==> src/rtl/pif_reg_sequencer.sv <==
// Tagged-byte command sequencer between the I2C slave byte interface and the register bank.
// Optional feature: define PIF_REG_ERRCNT_EN for a local saturating error counter at pointer 6'h3F.
module pif_reg_sequencer #(
  parameter int DATA_BITS  = 6,
  parameter int NUM_REGS   = 8,
  parameter int RD_TIMEOUT = 16
) (
  input  logic                 clk,
  input  logic                 sys_rst,
  input  logic                 rx_valid,
  input  logic [7:0]           rx_data,
  output logic                 rx_ready,
  input  logic                 i2c_stop,
  output logic [DATA_BITS-1:0] reg_addr,
  output logic                 reg_wr_en,
  output logic [DATA_BITS-1:0] reg_wdata,
  output logic                 reg_rd_en,
  input  logic [DATA_BITS-1:0] reg_rdata,
  input  logic                 reg_rd_ack,
  output logic [7:0]           tx_data,
  output logic                 tx_valid,
  input  logic                 tx_ready,
  output logic                 err_pulse
);

  localparam logic [1:0] TAG_A = 2'b00;
  localparam logic [1:0] TAG_D = 2'b01;
  localparam logic [1:0] TAG_R = 2'b10;

  localparam int TW = $clog2(RD_TIMEOUT) + 1;
  localparam logic [TW-1:0]          T_LAST = TW'(RD_TIMEOUT - 1);
  localparam logic [DATA_BITS-1:0]   P_LAST = DATA_BITS'(NUM_REGS - 1);
  localparam logic [DATA_BITS:0]     N_REGS = (DATA_BITS + 1)'(NUM_REGS);
  localparam logic [DATA_BITS-1:0]   LOCAL_ADDR = '1;

  typedef enum logic [2:0] {
    S_IDLE,
    S_WRITE,
    S_RD_ISSUE,
    S_RD_WAIT,
    S_TX
  } state_t;

  state_t                 r_state, w_state_nxt;
  logic [DATA_BITS-1:0]   r_ptr, w_ptr_nxt;
  logic [DATA_BITS-1:0]   r_wdata, w_wdata_nxt;
  logic [7:0]             r_tx_data, w_tx_data_nxt;
  logic                   r_tx_valid, w_tx_valid_nxt;
  logic [TW-1:0]          r_tcnt, w_tcnt_nxt;
  logic                   r_err, w_err;
  logic [1:0]             w_tag;
  logic [DATA_BITS-1:0]   w_pay;

`ifdef PIF_REG_ERRCNT_EN
  logic [7:0]             r_errcnt;
  logic                   w_cnt_clr;
`endif

  function automatic logic [DATA_BITS-1:0] ptr_inc(input logic [DATA_BITS-1:0] p);
    if (p >= P_LAST) return '0;
    return p + DATA_BITS'(1);
  endfunction

  function automatic logic addr_ok(input logic [DATA_BITS-1:0] a);
`ifdef PIF_REG_ERRCNT_EN
    if (a == LOCAL_ADDR) return 1'b1;
`endif
    return ({1'b0, a} < N_REGS);
  endfunction

  assign w_tag = rx_data[7:6];
  assign w_pay = rx_data[DATA_BITS-1:0];

  always_comb begin
    w_state_nxt    = r_state;
    w_ptr_nxt      = r_ptr;
    w_wdata_nxt    = r_wdata;
    w_tx_data_nxt  = r_tx_data;
    w_tx_valid_nxt = r_tx_valid;
    w_tcnt_nxt     = r_tcnt;
    w_err          = 1'b0;
`ifdef PIF_REG_ERRCNT_EN
    w_cnt_clr      = 1'b0;
`endif
    case (r_state)
      S_IDLE: begin
        if (rx_valid) begin
          case (w_tag)
            TAG_A: begin
              if (addr_ok(w_pay)) w_ptr_nxt = w_pay;
              else                w_err     = 1'b1;
            end
            TAG_D: begin
              w_wdata_nxt = w_pay;
              w_state_nxt = S_WRITE;
            end
            TAG_R: begin
`ifdef PIF_REG_ERRCNT_EN
              if (r_ptr == LOCAL_ADDR) begin
                w_tx_data_nxt  = r_errcnt;
                w_tx_valid_nxt = 1'b1;
                w_cnt_clr      = 1'b1;
                w_state_nxt    = S_TX;
              end else begin
                w_state_nxt = S_RD_ISSUE;
              end
`else
              w_state_nxt = S_RD_ISSUE;
`endif
            end
            default: w_err = 1'b1;
          endcase
        end
      end
      // A write always completes, even across an I2C STOP
      S_WRITE: begin
        w_err       = rx_valid;
        w_ptr_nxt   = ptr_inc(r_ptr);
        w_state_nxt = S_IDLE;
      end
      S_RD_ISSUE: begin
        w_err = rx_valid;
        if (i2c_stop) begin
          w_state_nxt = S_IDLE;
        end else begin
          w_tcnt_nxt  = '0;
          w_state_nxt = S_RD_WAIT;
        end
      end
      S_RD_WAIT: begin
        w_err = rx_valid;
        if (i2c_stop) begin
          w_state_nxt = S_IDLE;
        end else if (reg_rd_ack) begin
          w_tx_data_nxt  = {2'b01, reg_rdata};
          w_tx_valid_nxt = 1'b1;
          w_state_nxt    = S_TX;
        end else if (r_tcnt == T_LAST) begin
          w_tx_data_nxt  = 8'hFF;
          w_tx_valid_nxt = 1'b1;
          w_err          = 1'b1;
          w_state_nxt    = S_TX;
        end else begin
          w_tcnt_nxt = r_tcnt + TW'(1);
        end
      end
      // STOP wins over a coincident handshake: the read is abandoned
      S_TX: begin
        w_err = rx_valid;
        if (i2c_stop) begin
          w_tx_valid_nxt = 1'b0;
          w_state_nxt    = S_IDLE;
        end else if (tx_ready) begin
          w_tx_valid_nxt = 1'b0;
          w_ptr_nxt      = ptr_inc(r_ptr);
          w_state_nxt    = S_IDLE;
        end
      end
      default: begin
        w_tx_valid_nxt = 1'b0;
        w_state_nxt    = S_IDLE;
      end
    endcase
  end

  always_ff @(posedge clk or posedge sys_rst) begin
    if (sys_rst) begin
      r_state    <= S_IDLE;
      r_ptr      <= '0;
      r_wdata    <= '0;
      r_tx_data  <= '0;
      r_tx_valid <= 1'b0;
      r_tcnt     <= '0;
      r_err      <= 1'b0;
    end else begin
      r_state    <= w_state_nxt;
      r_ptr      <= w_ptr_nxt;
      r_wdata    <= w_wdata_nxt;
      r_tx_data  <= w_tx_data_nxt;
      r_tx_valid <= w_tx_valid_nxt;
      r_tcnt     <= w_tcnt_nxt;
      r_err      <= w_err;
    end
  end

`ifdef PIF_REG_ERRCNT_EN
  always_ff @(posedge clk or posedge sys_rst) begin
    if (sys_rst) begin
      r_errcnt <= '0;
    end else if (w_cnt_clr) begin
      r_errcnt <= '0;
    end else if (w_err && (r_errcnt != 8'hFF)) begin
      r_errcnt <= r_errcnt + 8'd1;
    end
  end
`endif

  assign rx_ready  = (r_state == S_IDLE);
  assign reg_wr_en = (r_state == S_WRITE);
  assign reg_rd_en = (r_state == S_RD_ISSUE);
  assign reg_addr  = r_ptr;
  assign reg_wdata = r_wdata;
  assign tx_data   = r_tx_data;
  assign tx_valid  = r_tx_valid;
  assign err_pulse = r_err;

endmodule
==> config.mk <==
export PLATFORM = sky130hd
export DESIGN_NAME = pif_reg_sequencer
export DESIGN_NICKNAME = d
export VERILOG_FILES = /design/src/rtl/pif_reg_sequencer.sv
export SDC_FILE = /design/constraint.sdc
export NUM_CORES = 1
export LEC_CHECK = 0
export CORE_MARGIN = 2
export CORE_UTILIZATION = 42
export DETAILED_ROUTE_END_ITERATION = 10
export PLACE_DENSITY = 0.75
export SLEW_MARGIN = 10
export SYNTH_ARGS = -nofsm -noshare
export SYNTH_HDL_FRONTEND = slang
export SYNTH_SLANG_ARGS = --single-unit
==> constraint.sdc <==
create_clock -name clk -period 1.9 [get_ports clk]
set_input_delay 0.19 -clock clk [delete_from_list [all_inputs] [get_ports clk]]
set_output_delay 0.19 -clock clk [all_outputs]
set_load 0.05 [all_outputs]
Word level (Yosys, flattened, before mapping)
Cells that the tools add are included.
{"block": "word_totals", "output_inout_bits": 25, "ff_bits": 30}
{"block": "classes", "bitwise": 2, "eq_ne": 20, "n_reduce_logical": 14, "n_addsub": 2, "n_mux": 43, "order_cmp": 2}
{"cell": "6-bit 2-to-1 mux", "n": 8}
{"cell": "5-bit 2-to-1 mux", "n": 4}
{"cell": "3-bit 2-to-1 mux", "n": 6}
{"cell": "6-bit one-hot mux with 3 select lines", "n": 1}
{"cell": "8-bit 2-to-1 mux", "n": 2}
{"cell": "1-bit 2-to-1 mux", "n": 15}
{"cell": "2-bit != test, second input constant", "n": 7}
{"cell": "3-bit one-hot mux with 4 select lines", "n": 1}
{"cell": "5-bit one-hot mux with 2 select lines", "n": 1}
{"cell": "4-bit AND reduction", "n": 2}
{"cell": "6-bit by 1-bit adder with 6-bit output, second input constant", "n": 1}
{"cell": "3-bit by 2-bit equality test with 1-bit output, second input constant", "n": 2}
{"cell": "6-bit by 3-bit >= comparator with 1-bit output, second input constant", "n": 1}
{"cell": "6-bit by 4-bit less-than comparator with 1-bit output, second input constant", "n": 1}
{"cell": "3-bit != test, second input constant", "n": 2}
{"cell": "1-bit one-hot mux with 3 select lines", "n": 2}
{"cell": "3-bit one-hot mux with 2 select lines", "n": 1}
{"cell": "3-bit AND reduction", "n": 2}
{"cell": "6-bit AND reduction", "n": 1}
{"cell": "3-bit OR reduction", "n": 2}
{"cell": "5-bit by 1-bit adder with 5-bit output, second input constant", "n": 1}
{"cell": "5-bit by 4-bit equality test with 1-bit output, second input constant", "n": 1}
{"cell": "5-bit AND reduction", "n": 1}
{"cell": "2-bit by 1-bit != test with 1-bit output, second input constant", "n": 2}
{"cell": "other kinds (14)", "n": 16}

Longest topological paths before layout
Gate-level depths: netlist of the first run.
{"block": "logic_depth", "ltp_word": 9, "depth_mapped": 8, "depth_no_buf": 7}

Worst setup path after synthesis of the first run
OpenSTA, ideal clock, no wires.
{"block": "synth_timing", "path_type": "register to register", "start": "reg r_state[0]", "end": "reg r_wdata[0], in the netlist reg_wdata[0]", "required_ps": 1775, "period_less_slack_ps": 2135, "setup_ps": 125, "setup_slack_ps": -235, "arrival_ps": 2010, "path_stages_with_launch": 6, "path_cell_list": "dfrtp_1 > buf_6 > nor3_2 > and3_1 > buf_2 > mux2_2"}
{"block": "synth_via", "elab_chain_cells": 2}
{"element": "start: declaration", "line_no": "44", "rtl": "state_t r_state, w_state_nxt;"}
{"element": "start signal: assignment", "line_no": "176", "rtl": "r_state <= w_state_nxt;"}
{"element": "3-bit logical NOT"}
{"element": "via rx_ready", "line_no": "12", "rtl": "output logic rx_ready,"}
{"element": "3-bit AND reduction (no line)"}
{"element": "end signal: assignment", "line_no": "178", "rtl": "r_wdata <= w_wdata_nxt;"}
{"element": "end: declaration", "line_no": "46", "rtl": "logic [DATA_BITS-1:0] r_wdata, w_wdata_nxt;"}
The timed path passes the listed nets, and every way through them passes these cells.
A chain may end at the register's enable or synchronous reset.

Final worst setup path of the first run
{"block": "layout_timing", "start": "reg r_tcnt[0]", "end": "reg r_tx_data[0], in the netlist tx_data[0]"}
{"block": "layout_via", "elab_chain_cells": 3}
{"element": "start: declaration", "line_no": "49", "rtl": "logic [TW-1:0] r_tcnt, w_tcnt_nxt;"}
{"element": "start signal: assignment", "line_no": "181", "rtl": "r_tcnt <= w_tcnt_nxt;"}
{"element": "5-bit by 4-bit equality test with 1-bit output", "line_no": "138", "rtl": "end else if (r_tcnt == T_LAST) begin"}
{"element": "2-bit nonzero test (no line)"}
{"element": "3-bit AND reduction (no line)"}
{"element": "end signal: assignment", "line_no": "179", "rtl": "r_tx_data <= w_tx_data_nxt;"}
{"element": "end: declaration", "line_no": "47", "rtl": "logic [7:0] r_tx_data, w_tx_data_nxt;"}
Every way passes these cells.

==> reports/results.tsv, run 1 <==
stage	metric	value	unit
outcome	outcome	finished, final reports clean	
worst_setup_path	critPathRequiredTime	2.05	ns
global_routing	grt_util_met3	5.99	%
routing	firstDrtPassIters	4	
worst_setup_path	startpoint_type	flip-flop	
cts	cts_root_buf	clkbuf_8	
yosys	synth_edf_count	0	
placement	place_inst	244	
timing	hold_viol_final	0	
power	p_leak	1.02	nW
routing	vias	1284	
cts	clock_path_buffers	2	
routing	drtAntennaViolNets	0	
cts	ctsHoldBuffers	0	
floorplan	die-height	65.1	µm
global_routing	grtUsageMet2	33.5	%
floorplan	ios	45	
floorplan	std_cell_rows	22	
global_routing	grt_pass1_wl	5.87	mm
timing	drv_slew	0	
timing	setup_slack	0.119	ns
yosys	synth.largest_area_cell	dfrtp_1	
routing	wl	3.56	mm
yosys	synth_nets	174	
routing	wl_per_cell	14.1	µm
global_routing	grt_pass1_vias	1312	
yosys	synth_seq_cells	30	
global_routing	grt_max_degree	31	
cts	worstSkewPairLatency	0.28	ns
run	max_cap_viol_count	0	
global_routing	grt_overflow	0	
worst_setup_path	path_class	reg2reg	
routing	drtIter0Drc	41	
placement	dp_hpwl	2.74	mm
power	power	3.51	mW
cells_and_area	fill_cells	303	
placement	post-place-ws	-0.0341	ns
yosys	ys_warn_count	0	
cells_and_area	fin_area	0.00226	mm²
worst_setup_path	r2r-start	r_tcnt[0]	
global_routing	antenna_found_initial	0	
timing	fmax	562	MHz
power	peakVddDrop	0.000799	V
cts	cts_tree	yes	
global_routing	grt_busiest_layer	met2	
cts	h-tree-depth	2	
timing	rsz0062_at_grt	no	
hold_path	worstHoldPathType	in2async	
floorplan	dieArea	0.00424	mm²
yosys	yosysUniqueCellTypes	44	
yosys	synthTopCellsByCount	30 x dfrtp_1, 13 x inv_1, 12 x nor2_1	
yosys	synth_flop_cell	dfrtp_1	
worst_setup_path	cp-end-kind	flip-flop	
cells_and_area	final_nets	231	
timing	setup_viol	0	
cells_and_area	final_util	62.3	%
power	p_per_area	1550	mW/mm²
yosys	synthesis.area	0.00157	mm²
cells_and_area	multiInputGateArea	758	µm²
worst_setup_path	r2r-end	tx_data[0]	
global_routing	met1_usage	20.2	%
timing	slew_headroom	66.5	%
floorplan	fp.dieW	65.1	µm
worst_setup_path	r2r_setup_slack	0.12	ns
routing	vias_per_cell	5.08	
worst_setup_path	cp_max_fo	9	
cells_and_area	regArea	751	µm²
yosys	yosys.area.top_type_share	47.8	%
cts	cts_made_buffers	5	
floorplan	start_util	43.2	%
yosys	synth-async-reset-ratio	100	%
cells_and_area	instances_no_fill	253	
cts	clk_pin_slew	0.06	ns
routing	drc	0	
cells_and_area	antenna_cells	0	
timing	skew	0.00352	ns
worst_setup_path	rr_worst_depth	8	
floorplan	core_area	0.00363	mm²
yosys	syn_area_per_cell	10.6	µm²
yosys	yosysSeqAreaShare	47.8	%
timing	min_period	1.78	ns
placement	place_area	0.00215	mm²
worst_setup_path	arrival	1.93	ns
yosys	synth_cells	148	
timing	worst_slew_pin_slew	0.501	ns
cts	clock-sinks	30	
cells_and_area	synthToLayoutAreaGrowth	44.2	%
cells_and_area	drive_above_1_share	22.4	%
yosys	yosysMostFrequentCell	dfrtp_1	
yosys	synth.area.top_cells	dfrtp_1 48%, mux2_2 5.7%, ha_1 4.8%	
global_routing	grt.total_usage	18.5	%
placement	gp_congestion	0.869	
timing	finalCritPeriodShare	93.7	%
placement	io_buffers	44	
## timing repair
item,CTS,global route
setup endpoints to repair,0,9
setup buffers,0,2
resized for setup,0,7
## power by group
part / internal (mW) / leakage, nW / switching [mW] / total [mW]
Sequential: 0.843 / 0.387 / 0.189 / 1.03
Combinational: 0.839 / 0.598 / 1.18 / 2.02
Clock: 0.251 / 0.0383 / 0.209 / 0.460
## worst max-delay path by stage
stage / from / depth (start not counted) / end
CTS: r_tcnt[0] / 8 / tx_data[0]
global placement: i2c_stop / 5 / reg_addr[3]
global route: r_tcnt[0] / 8 / tx_data[2]
detailed placement: rx_data[3] / 5 / reg_addr[1]
floorplan: r_state[0] / 5 / reg_wdata[0]
finish: r_tcnt[0] / 8 / tx_data[0]
## layout make-up
class	count	area share, %
clock buffer	7	3.37
timing repair buffer	57	25.1
inverter	13	2.16
sequential	30	33.2
tap	48	2.65
multi-input combinational	98	33.5
## metrics by stage
step	setup TNS (ns)	hold WS, ns
floorplan	0	0.281
global placement	0	0.458
detailed placement	-0.0581	0.465
CTS	0	0.301
global route	0	0.342
finish	0	0.296
## cell families (layout without fill, tap and decap cells)
logic type | count (synthesis) | count (layout) | synth area share, %
adder cells (fa/ha/maj) | 6 | 6 | 4.78
AO/OA/AOI/OAI | 31 | 31 | 13.2
flip-flops | 30 | 30 | 47.8
AND/OR/NAND/NOR | 47 | 47 | 17.2
multiplexers | 11 | 11 | 7.97
XOR/XNOR | 3 | 3 | 2.87
buffers and inverters | 20 | 77 | 6.14
## layout by cell type, fill, tap and decap left out, types with 3 or more instances in the layout
cell,n
a21oi_1,6
a31oi_1,6
and3_1,3
buf_12,3
buf_4,13
clkbuf_8,5
clkdlybuf4s50_1,41
dfrtp_1,30
ha_1,5
inv_1,13
mux2_2,8
nand2_1,9
nand3_1,3
nor2_1,10
nor3_1,3
o21ai_0,8
## worst max-delay path: stages (launching register included)
cell	delay [ns]
dfrtp_1	0.39
ha_1	0.23
and3_1	0.19
ha_2	0.19
nor2_2	0.09
and2b_2	0.25
buf_4	0.17
nor2_1	0.10
a31oi_1	0.05
## metal layers
| metal | vias to the layer above | wire length, µm |
|---|---|---|
| met4 | 0 | 61 |
| met2 | 26 | 1930 |
| met3 | 5 | 175 |
| met1 | 619 | 1400 |
| li1 | 634 | - |
| met5 | - | 0 |
## state kept, by name (all words and copies together) (netlist names)
name	flops
err_pulse	1
r_state	3
r_tcnt	5
reg_addr	6
reg_wdata	6
tx_data	8
tx_valid	1
Note: power is estimated with default switching activity, not from simulation.
==> inputs of run 2 (changes only) <==
CORE_UTILIZATION = 47   (was 42)
PLACE_DENSITY = 0.79   (was 0.75)
clock period = 1.8 ns   (was 1.9 ns; I/O delays follow)
==> reports/results.tsv, run 2 (synthesis gave the netlist of run 1 again) <==
stage	metric	value	unit
cells_and_area	fill_cells	228	
routing	firstDrtPassIters	4	
placement	gp_congestion	0.936	
routing	wl_per_cell	15.9	µm
global_routing	grt_pass1_vias	1381	
timing	finalCritPeriodShare	98.3	%
timing	setup_viol	0	
placement	post-place-ws	-0.122	ns
worst_setup_path	path_class	reg2reg	
power	peakVddDrop	0.00101	V
cells_and_area	final_nets	240	
power	p_seq_share	27.8	%
timing	worst_slew_pin_slew	0.515	ns
floorplan	die-height	61.8	µm
cells_and_area	largest_reg_flops	8	
routing	drc	0	
timing	drv_slew	0	
global_routing	grt.total_usage	23.6	%
cts	cts_made_buffers	5	
cells_and_area	final_cell_mix	36 x clkdlybuf4s50_1, 30 x dfrtp_1, 20 x buf_4	
floorplan	start_util	50.6	%
global_routing	antenna_found_initial	0	
cts	h-tree-depth	2	
cells_and_area	drive_above_1_share	28.8	%
cells_and_area	antenna_cells	0	
floorplan	dieArea	0.00382	mm²
cts	cts_tree	yes	
power	p_leak	1.15	nW
routing	vias	1379	
timing	slew_headroom	65.6	%
cts	worstSkewPairLatency	0.33	ns
cells_and_area	layout_commonest_cell	clkdlybuf4s50_1	
global_routing	grt_pass1_wl	6.37	mm
worst_setup_path	startpoint_type	flip-flop	
power	switching_share	46.0	%
run	max_cap_viol_count	0	
outcome	outcome	finished, final reports clean	
timing	min_period	1.77	ns
worst_setup_path	critPathRequiredTime	2.08	ns
placement	place_inst	247	
cts	clock_path_buffers	2	
power	p_sw	1.74	mW
timing	skew	0.00623	ns
power	power_frac_clock	11.1	%
global_routing	grt_max_degree	31	
placement	dp_hpwl	2.94	mm
cts	clk_pin_slew	0.09	ns
hold_path	worstHoldPathType	in2async	
cells_and_area	fin_area	0.00240	mm²
placement	place_area	0.00222	mm²
floorplan	fp.dieW	61.8	µm
timing	fin_hold_ws	0.214	ns
worst_setup_path	cp_max_fo	5	
floorplan	ios	45	
floorplan	std_cell_rows	20	
power	comb_power_share	61.1	%
cts	clock-sinks	30	
cts	cts_root_buf	clkbuf_4	
global_routing	grt_overflow	0	
placement	io_buffers	44	
worst_setup_path	cp-end-kind	flip-flop	
power	p_per_area	1580	mW/mm²
timing	setup_slack	0.0299	ns
worst_setup_path	arrival	2.05	ns
timing	rsz0062_at_grt	yes	
cells_and_area	final_util	77.5	%
floorplan	core_area	0.00310	mm²
cells_and_area	synthToLayoutAreaGrowth	53.2	%
routing	wl	4.11	mm
routing	drtAntennaViolNets	0	
timing	fmax	565	MHz
power	intPower	2.05	mW
timing	hold_viol_final	0	
cells_and_area	instances_no_fill	259	
routing	vias_per_cell	5.32	
worst_setup_path	crit_path_start	reg_addr[0]	
worst_setup_path	r2r-start	reg_addr[0]	
routing	drtIter0Drc	39	
-- run 2: changes by cell type in the layout (fill, tap and decap cells not counted), moves of 2 or more --
cell             change
clkbuf_4             +5
nor2_1               -2
dlymetal6s2s_1       +4
clkbuf_8             -4
buf_4                +7
mux2_2               -5
mux2_4               +5
clkdlybuf4s50_1      -5
-- run 2: worst max-delay path, stage by stage, from the launching register on --
cell and delay, ns:
dfrtp_1 0.44, ha_1 0.28, nand4b_1 0.19, or4_1 0.43
o21ai_1 0.19, mux2_2 0.19
-- run 2: final cells by class --
class                           instances  area [µm²]  share of cell area [%]
Clock buffer                            7        55.1                    2.29
Clock inverter                          1        5.00                   0.208
Inverter                               13        48.8                    2.03
Multi-Input combinational cell         98         820                    34.1
Sequential cell                        30         751                    31.2
Tap cell                               44        55.1                    2.29
Timing Repair Buffer                   66         669                    27.9
-- run 2: what timing repair did --
action | in CTS | in global routing
buffers inserted | 2 | 1
hold buffers | 0 | 0
pin swaps | 0 | 2
gates resized for setup | 3 | 18
cloned | 0 | 1
endpoints found under the setup margin | 3 | 19
-- run 2: through the flow --
step	power (mW)	TNS, ns
2_1_floorplan	2.51	-0.0310
3_3_place_gp	3.25	-0.200
3_5_place_dp	3.32	-0.353
4_1_cts	3.74	0
5_1_grt	3.99	-0.0579
6_report	3.79	0
-- run 2: final timing paths --
check,slack (ns),cells past startpoint,to
max in group asynchronous,1.30,3,r_state[0]
worst min register to register,0.48,1,tx_data[6]
worst max-delay path,0.03,5,reg_addr[3]
min in group clk,0.39,3,tx_data[1]
worst max register to register,0.03,5,reg_addr[3]
worst min-delay path,0.21,3,tx_data[3]
-- run 2: metal layers --
metal,wire [µm],global-route usage (%),vias up
met5,0,0,-
met4,81,10.0,0
li1,-,-,654
met2,2170,40.9,38
met3,181,6.00,9
met1,1670,27.8,678
-- run 2: power groups by stage --
| stage | sequential (mW) | clock [mW] | combinational [mW] |
|---|---|---|---|
| after floorplan | 1.71 | 0 | 0.802 |
| after global placement | 1.04 | 0 | 2.21 |
| after detailed placement | 1.06 | 0 | 2.26 |
| after CTS | 1.04 | 0.434 | 2.26 |
| after global routing | 1.08 | 0.461 | 2.44 |
| final | 1.05 | 0.419 | 2.31 |
